[config.mk]
export PLATFORM = sky130hd
export DESIGN_NAME = msrv_32_store_unit
export DESIGN_NICKNAME = d
export VERILOG_FILES = /design/src/rtl/msrv_32_pkg.sv /design/src/rtl/msrv_32_store_align.sv /design/src/rtl/msrv_32_store_unit.sv
export SDC_FILE = /design/constraint.sdc
export NUM_CORES = 1
export LEC_CHECK = 0
export CELL_PAD_IN_SITES_DETAIL_PLACEMENT = 2
export CELL_PAD_IN_SITES_GLOBAL_PLACEMENT = 2
export CORE_MARGIN = 2
export CORE_UTILIZATION = 26
export DETAILED_ROUTE_END_ITERATION = 6
export PLACE_DENSITY = 0.88
export RECOVER_POWER = 100
export SLEW_MARGIN = 40
export SYNTH_ARGS = -nofsm -noshare
export SYNTH_HDL_FRONTEND = slang
export SYNTH_SLANG_ARGS = --single-unit
[constraint.sdc]
create_clock -name ms_risc32_mp_clk_in -period 2.72 [get_ports ms_risc32_mp_clk_in]
set_input_delay 0.544 -clock ms_risc32_mp_clk_in [delete_from_list [all_inputs] [get_ports ms_risc32_mp_clk_in]]
set_output_delay 0.544 -clock ms_risc32_mp_clk_in [all_outputs]
set_load 0.05 [all_outputs]
[src/rtl/msrv_32_pkg.sv]
// Shared encodings for the MSRV32 data-memory path: store sizes, AHB HTRANS values
// and the store-unit FSM states.
package msrv_32_pkg;

  localparam logic [1:0] SZ_BYTE = 2'b00;
  localparam logic [1:0] SZ_HALF = 2'b01;
  localparam logic [1:0] SZ_WORD = 2'b10;

  localparam logic [1:0] HT_IDLE   = 2'b00;
  localparam logic [1:0] HT_NONSEQ = 2'b10;

  typedef enum logic [1:0] {
    StIdle = 2'b00,
    StAddr = 2'b01,
    StData = 2'b10
  } store_state_e;

endpackage

[src/rtl/msrv_32_store_align.sv]
// Pure combinational byte-lane placement, write-mask generation and misalignment
// detection for a store of the given size at the given byte offset.
module msrv_32_store_align
  import msrv_32_pkg::*;
(
  input  logic [1:0]  addr_lo_i,
  input  logic [31:0] rs2_i,
  input  logic [1:0]  size_i,
  output logic [31:0] data_o,
  output logic [3:0]  mask_o,
  output logic        misaligned_o
);

  always_comb begin
    data_o       = rs2_i;
    mask_o       = 4'b1111;
    misaligned_o = 1'b0;
    unique case (size_i)
      SZ_BYTE: begin
        data_o = {4{rs2_i[7:0]}};
        mask_o = 4'b0001 << addr_lo_i;
      end
      SZ_HALF: begin
        data_o       = {2{rs2_i[15:0]}};
        mask_o       = addr_lo_i[1] ? 4'b1100 : 4'b0011;
        misaligned_o = addr_lo_i[0];
      end
      // SZ_WORD and the reserved 2'b11 encoding both behave as a word store.
      default: begin
        data_o       = rs2_i;
        mask_o       = 4'b1111;
        misaligned_o = (addr_lo_i != 2'b00);
      end
    endcase
  end

endmodule

[src/rtl/msrv_32_store_unit.sv]
// MSRV32 store unit: aligns store data onto byte lanes and runs a registered
// two-phase AHB-style write, stalling the pipeline while a write is outstanding.
module msrv_32_store_unit
  import msrv_32_pkg::*;
#(
  parameter int unsigned ADDR_W = 32,
  parameter int unsigned DATA_W = 32
) (
  input  logic              ms_risc32_mp_clk_in,
  input  logic              ms_risc32_mp_rst_in,
  input  logic              mem_wr_req_in,
  input  logic [ADDR_W-1:0] iadder_in,
  input  logic [DATA_W-1:0] rs2_in,
  input  logic [1:0]        store_size_in,
  input  logic              ahb_ready_in,
  input  logic              ahb_resp_in,
  output logic [ADDR_W-1:0] ms_risc32_mp_dmaddr_out,
  output logic [DATA_W-1:0] ms_risc32_mp_dmdata_out,
  output logic [3:0]        ms_risc32_mp_dmwr_mask_out,
  output logic              ms_risc32_mp_dmwr_req_out,
  output logic [1:0]        ahb_htrans_out,
  output logic              store_busy_out,
  output logic              store_done_out,
  output logic              store_err_out,
  output logic              store_misaligned_out
);

  logic [DATA_W-1:0] al_data;
  logic [3:0]        al_mask;
  logic              al_misaligned;

  msrv_32_store_align u_align (
    .addr_lo_i    (iadder_in[1:0]),
    .rs2_i        (rs2_in),
    .size_i       (store_size_in),
    .data_o       (al_data),
    .mask_o       (al_mask),
    .misaligned_o (al_misaligned)
  );

  store_state_e      state_q, state_d;
  logic [ADDR_W-1:0] addr_q, addr_d;
  logic [DATA_W-1:0] data_q, data_d;
  logic [3:0]        mask_q, mask_d;
  logic              wr_req_q, wr_req_d;
  logic [1:0]        htrans_q, htrans_d;
  logic              done_q, done_d;
  logic              err_q, err_d;
  logic              misaligned_q, misaligned_d;

  always_comb begin
    state_d      = state_q;
    addr_d       = addr_q;
    data_d       = data_q;
    mask_d       = mask_q;
    wr_req_d     = wr_req_q;
    htrans_d     = htrans_q;
    done_d       = 1'b0;
    err_d        = 1'b0;
    misaligned_d = 1'b0;
    unique case (state_q)
      StIdle: begin
        if (mem_wr_req_in) begin
          if (al_misaligned) begin
            misaligned_d = 1'b1;
          end else begin
            addr_d   = {iadder_in[ADDR_W-1:2], 2'b00};
            data_d   = al_data;
            mask_d   = al_mask;
            wr_req_d = 1'b1;
            htrans_d = HT_NONSEQ;
            state_d  = StAddr;
          end
        end
      end
      StAddr: begin
        if (ahb_ready_in) begin
          htrans_d = HT_IDLE;
          state_d  = StData;
        end
      end
      StData: begin
        if (ahb_ready_in) begin
          // Address and data are left on the bus; only the enables drop.
          mask_d   = 4'b0000;
          wr_req_d = 1'b0;
          done_d   = ~ahb_resp_in;
          err_d    = ahb_resp_in;
          state_d  = StIdle;
        end
      end
      default: state_d = StIdle;
    endcase
  end

  always_ff @(posedge ms_risc32_mp_clk_in) begin
    if (ms_risc32_mp_rst_in) begin
      state_q      <= StIdle;
      addr_q       <= '0;
      data_q       <= '0;
      mask_q       <= 4'b0000;
      wr_req_q     <= 1'b0;
      htrans_q     <= HT_IDLE;
      done_q       <= 1'b0;
      err_q        <= 1'b0;
      misaligned_q <= 1'b0;
    end else begin
      state_q      <= state_d;
      addr_q       <= addr_d;
      data_q       <= data_d;
      mask_q       <= mask_d;
      wr_req_q     <= wr_req_d;
      htrans_q     <= htrans_d;
      done_q       <= done_d;
      err_q        <= err_d;
      misaligned_q <= misaligned_d;
    end
  end

  assign ms_risc32_mp_dmaddr_out    = addr_q;
  assign ms_risc32_mp_dmdata_out    = data_q;
  assign ms_risc32_mp_dmwr_mask_out = mask_q;
  assign ms_risc32_mp_dmwr_req_out  = wr_req_q;
  assign ahb_htrans_out             = htrans_q;
  assign store_busy_out             = (state_q != StIdle);
  assign store_done_out             = done_q;
  assign store_err_out              = err_q;
  assign store_misaligned_out       = misaligned_q;

endmodule

* After elaboration in Yosys (flattened, before gate mapping)
Cells that the tools add are included.
Cells by class: bitwise gates (word level) 6, reductions and logical operators 12, add/sub/neg operators 0, shift-type cells 1, multiply operators 0, multiplexer cells 21, divide/modulo/power cells 0, $lt $le $gt $ge 0, eq/ne operators 7
Operators with widths (number):
- 32-bit one-hot mux with 2 select lines | 1
- 4-bit 2-to-1 mux | 4
- 4-bit one-hot mux with 2 select lines | 2
- 2-bit 2-to-1 mux | 6
- 4-bit AND reduction | 3
- 2-bit != test, second input constant | 4
- 2-bit nonzero test | 4
- 1-bit inverter | 6
- 2-bit one-hot mux with 3 select lines | 1
- 3-bit OR reduction | 2
- 2-bit by 1-bit equality test with 1-bit output, second input constant | 2
- 2-bit logical NOT | 2
- 1-bit 2-to-1 mux | 4
- 1-bit one-hot mux with 2 select lines | 2
- 2-bit one-hot mux with 2 select lines | 1
- 1-bit by 2-bit left shift with 4-bit output, first input constant | 1
- 3-bit AND reduction | 1
- 2-bit equality test, second input constant | 1
Storage, ports and cells: RAM bits 0, memory bits (read-only) 0, latch bits 0, memories kept 0, flip-flop bits (word level) 74, output and inout bits 75

* Longest topological paths before layout
word-level depth 5, depth in mapped cells 6, mapped depth without buffers 3

* By module
From an unflattened synthesis, not the netlist that was laid out.
Unflattened totals: cell total of the unflattened synthesis 382, area, all modules 3118.0 µm²
Modules (own cells, without submodules):
- msrv_32_store_unit | times used 1, area each 2596.2 µm², cells an instance 319
- msrv_32_store_align | times used 1, area each 521.8 µm², cells an instance 63

* Worst setup path after synthesis
No wires, ideal clock.
path kind input to register, start point input port ms_risc32_mp_rst_in, end point register mask_q[1] (netlist: ms_risc32_mp_dmwr_mask_out[1]), cell stages on the path 4, setup slack 0.933 ns, arrival 1.713 ns, path buffers 1, setup time 0.073 ns, data required time 2.647 ns, path through buf_2 > or4b_4 > or4_4 > o211ai_2
RTL lines:
- start, declared | RTL line msrv_32_store_unit.sv:10 | input logic ms_risc32_mp_rst_in,
- end signal, assigned | RTL line msrv_32_store_unit.sv:111 | mask_q <= mask_d;
- end, declared | RTL line msrv_32_store_unit.sv:44 | logic [3:0] mask_q, mask_d;

* Worst setup path after layout
start point input port store_size_in[1], end point register data_q[31] (netlist: ms_risc32_mp_dmdata_out[31])
Between the ends: word-level cells in the longest chain between the ends 4, elaborated cells between the ends (all ways) 6, those cells by class eq/ne: 1; mux: 2; bitwise: 1; reduce/logical: 2
Ends and longest elaborated chain:
- start, declared | RTL line msrv_32_store_unit.sv:14 | input logic [1:0] store_size_in,
- 2-bit by 1-bit equality test with 1-bit output or 2-bit logical NOT (tied branches) | RTL line msrv_32_store_align.sv:18 | unique case (size_i)
- 1-bit one-hot mux with 2 select lines | RTL line msrv_32_store_align.sv:18
- 1-bit inverter (no source line)
- 3-bit AND reduction (no source line)
- end signal, assigned | RTL line msrv_32_store_unit.sv:110 | data_q <= data_d;
- end, declared | RTL line msrv_32_store_unit.sv:43 | logic [DATA_W-1:0] data_q, data_d;
Parallel ways exist; a longest one is shown, timed or not. A chain may end at the register's enable or synchronous reset.

==> metrics.yaml <==
status:
  outcome: "complete, no violations"
power_and_ir_drop:
  p_per_area_mw_per_mm2: 615
  ir_drop_uv: 304
  total_power_mw: 3.21
  p_leak_nw: 2.15
final_layout:
  drive_gt1_share_pct: 8.60
  final_nets: 566
  area_delta_synth_final_pct: 55.1
  antenna_cells: 0
  final_cells: 672
clocking:
  cts_post_setup_buffers_inserted: 0
  clk_latency_ps: 340
  cts_root_buffer: "clkbuf_16"
  cts_buffers: 9
  postCtsResizedCells: 0
  cts_sinks: 73
  cts_tree: "done"
  path_clk_slew_ps: 60
  ctsHoldBuffers: 0
  clockBufferDepth: 2
  htreeDepth: 3
floorplanning:
  dieArea_sq_mm: 0.0139
  start_util_pct: 26.7
  core_area_sq_mm: 0.0126
  rows: 41
  die_height_um: 118
  die-width_um: 118
  ioPinCount: 146
logic_synthesis:
  ys.warnings.count: 0
  synth-edff-count: 0
  synth_area_sq_mm: 0.00337
  synth-async-reset-ratio_pct: 0
  postSynthAreaPerCell_sq_um: 9.28
  ys_seq_area_share_pct: 43.4
  synth.distinct_cells: 43
  ys.flop_type: "dfxtp_1"
  synth_area_leaders: "dfxtp_1, mux2i_1, nand2_1"
  synth_top_area_share_pct: 43.4
  netlist_instances: 363
  yosys_register_bits: 73
  synth.largest_area_cell: "dfxtp_1"
global_route:
  grt_max_degree: 66
  grt_busiest_layer: "met2"
  grtUsageMet2_pct: 30.5
  grt_util_met1_pct: 20.1
  grt_usage_pct: 17.3
  grt_pass1_wl_um: 19100
  antenna_found_initial: 0
  met3_usage_pct: 4.55
  grt-ovfl-total: 0
  grt_pass1_vias: 3511
timing:
  tightest_slew_ps: 1170
  slew_headroom_pct: 21.9
  rsz0062_at_grt: "false"
  setup_viol: 0
  fin_tns_setup_ps: 0
  hold_violations: 0
  fin_skew_ps: 8.60
  fin_ws_ps: 195
  holdWs_ps: 454
  finalMaxSlewViolations: 0
  fmax_mhz: 396
  finalCritPeriodShare_pct: 92.8
  fin_crit_ps: 2530
routing:
  vias: 3181
  drt_iter0_drc: 113
  ant_nets: 0
  drc: 0
  drt_wl_total_um: 11900
  wl_per_cell_um: 17.7
  vias_per_cell: 4.73
  drtPass1Iterations: 4
critical_path:
  crit_type: "input port to flop"
  endpoint_kind: "flop"
  cp.required_ps: 2980
  cp_max_fo: 19
  rr_worst_depth: 3
  worstSetupStartpointType: "input port"
  worstPathArrival_ps: 2780
flow_run:
  cap_violations: 0
placed_design:
  dp_hpwl_um: 8810
  port_buffers: 142
  dp.cells: 656
  dp_worst_setup_slack_ps: 374
  gp_congestion: 0.868
worst_hold_path:
  hold_depth: 2
  hold_path_class: "flop to flop"
==> through the flow <==
step	utilization [%]	area [sq um]
3_3_place_gp	39.1	4930
2_1_floorplan	-	3380
5_1_grt	41.4	5220
3_5_place_dp	39.1	4930
6_report	41.4	5220
4_1_cts	41.6	5250
==> state kept, by name, summed over array words and instances, names as in the netlist <==
| signal | flops |
|---|---|
| ahb_htrans_out | 1 |
| ms_risc32_mp_dmaddr_out | 30 |
| ms_risc32_mp_dmdata_out | 32 |
| ms_risc32_mp_dmwr_mask_out | 4 |
| ms_risc32_mp_dmwr_req_out | 1 |
| state_q | 2 |
| store_done_out | 1 |
| store_err_out | 1 |
| store_misaligned_out | 1 |
==> cell usage after synthesis (2+ instances only) <==
cell	count
a211oi_1	18
a21oi_1	4
a31oi_1	16
and2b_2	2
buf_1	2
buf_2	6
buf_4	8
buf_6	3
clkbuf_1	15
dfxtp_1	73
inv_1	3
mux2_2	8
mux2i_1	62
nand2_1	93
nand2b_1	8
nor3b_1	2
nor4_1	2
o211ai_1	10
o21ai_0	3
or3_1	2
==> cell families after synthesis <==
| group | after synthesis | synth area share [%] |
|---|---|---|
| muxes | 70 | 21.1 |
| AOI/OAI and AO/OA | 56 | 11.5 |
| buffers and inverters | 37 | 5.91 |
| DFF | 73 | 43.4 |
| other | 1 | 0.111 |
| and+or+nand+nor | 125 | 17.8 |
| xor gates and xnor gates | 1 | 0.260 |
==> final timing paths <==
kind	from	endpoint	slack, ps
worst max-delay path	store_size_in[1]	ms_risc32_mp_dmdata_out[31]	190
worst min register to register	ms_risc32_mp_dmaddr_out[22]	ms_risc32_mp_dmaddr_out[22]	450
worst max register to register	state_q[0]	ms_risc32_mp_dmwr_mask_out[1]	980
worst min-delay path	ms_risc32_mp_dmaddr_out[22]	ms_risc32_mp_dmaddr_out[22]	450
==> report_power, final <==
part	total [mW]	switching [mW]	internal, mW
Sequential	1.18	0.0450	1.14
Clock	1.26	0.466	0.799
Combinational	0.765	0.473	0.292
Total	3.21	0.983	2.23
==> area by class of cell <==
| class | instances | area, sq um |
|---|---|---|
| multi-input cells | 255 | 1710 |
| clock buffers | 10 | 229 |
| inverters | 3 | 11.3 |
| repair buffers | 153 | 1510 |
| well taps | 172 | 215 |
| fillers | 1391 | 7400 |
| clock inverters | 6 | 82.6 |
| flip-flops and latches | 73 | 1460 |
==> metal layers <==
| layer | vias up | wire length [um] |
|---|---|---|
| li1 | 1526 | - |
| met1 | 1547 | 5100 |
| met2 | 94 | 5940 |
| met3 | 14 | 673 |
| met4 | 0 | 162 |
| met5 | - | 0 |
==> placed cells by master (no fill, tap or decap), types with 3 or more instances in the layout <==
cell | Yosys | routed
a211oi_1 | 18 | 18
a21oi_1 | 4 | 4
a31oi_1 | 16 | 16
buf_4 | 8 | 7
clkbuf_1 | 15 | 3
clkbuf_16 | 0 | 9
clkdlybuf4s50_1 | 0 | 68
clkinv_2 | 0 | 3
conb_1 | 1 | 3
dfxtp_1 | 73 | 73
dlygate4sd3_1 | 0 | 74
mux2_2 | 8 | 8
mux2i_1 | 62 | 62
nand2_1 | 93 | 93
nand2b_1 | 8 | 8
o211ai_1 | 10 | 11
o21ai_0 | 3 | 3
==> critical path: stages <==
cell and delay [ps]:
dlygate4sd3_1 660, o21ai_1 280, clkbuf_1 690, nand3_1 160
buf_4 240, mux2i_1 190
(Power assumes the default switching activity.)
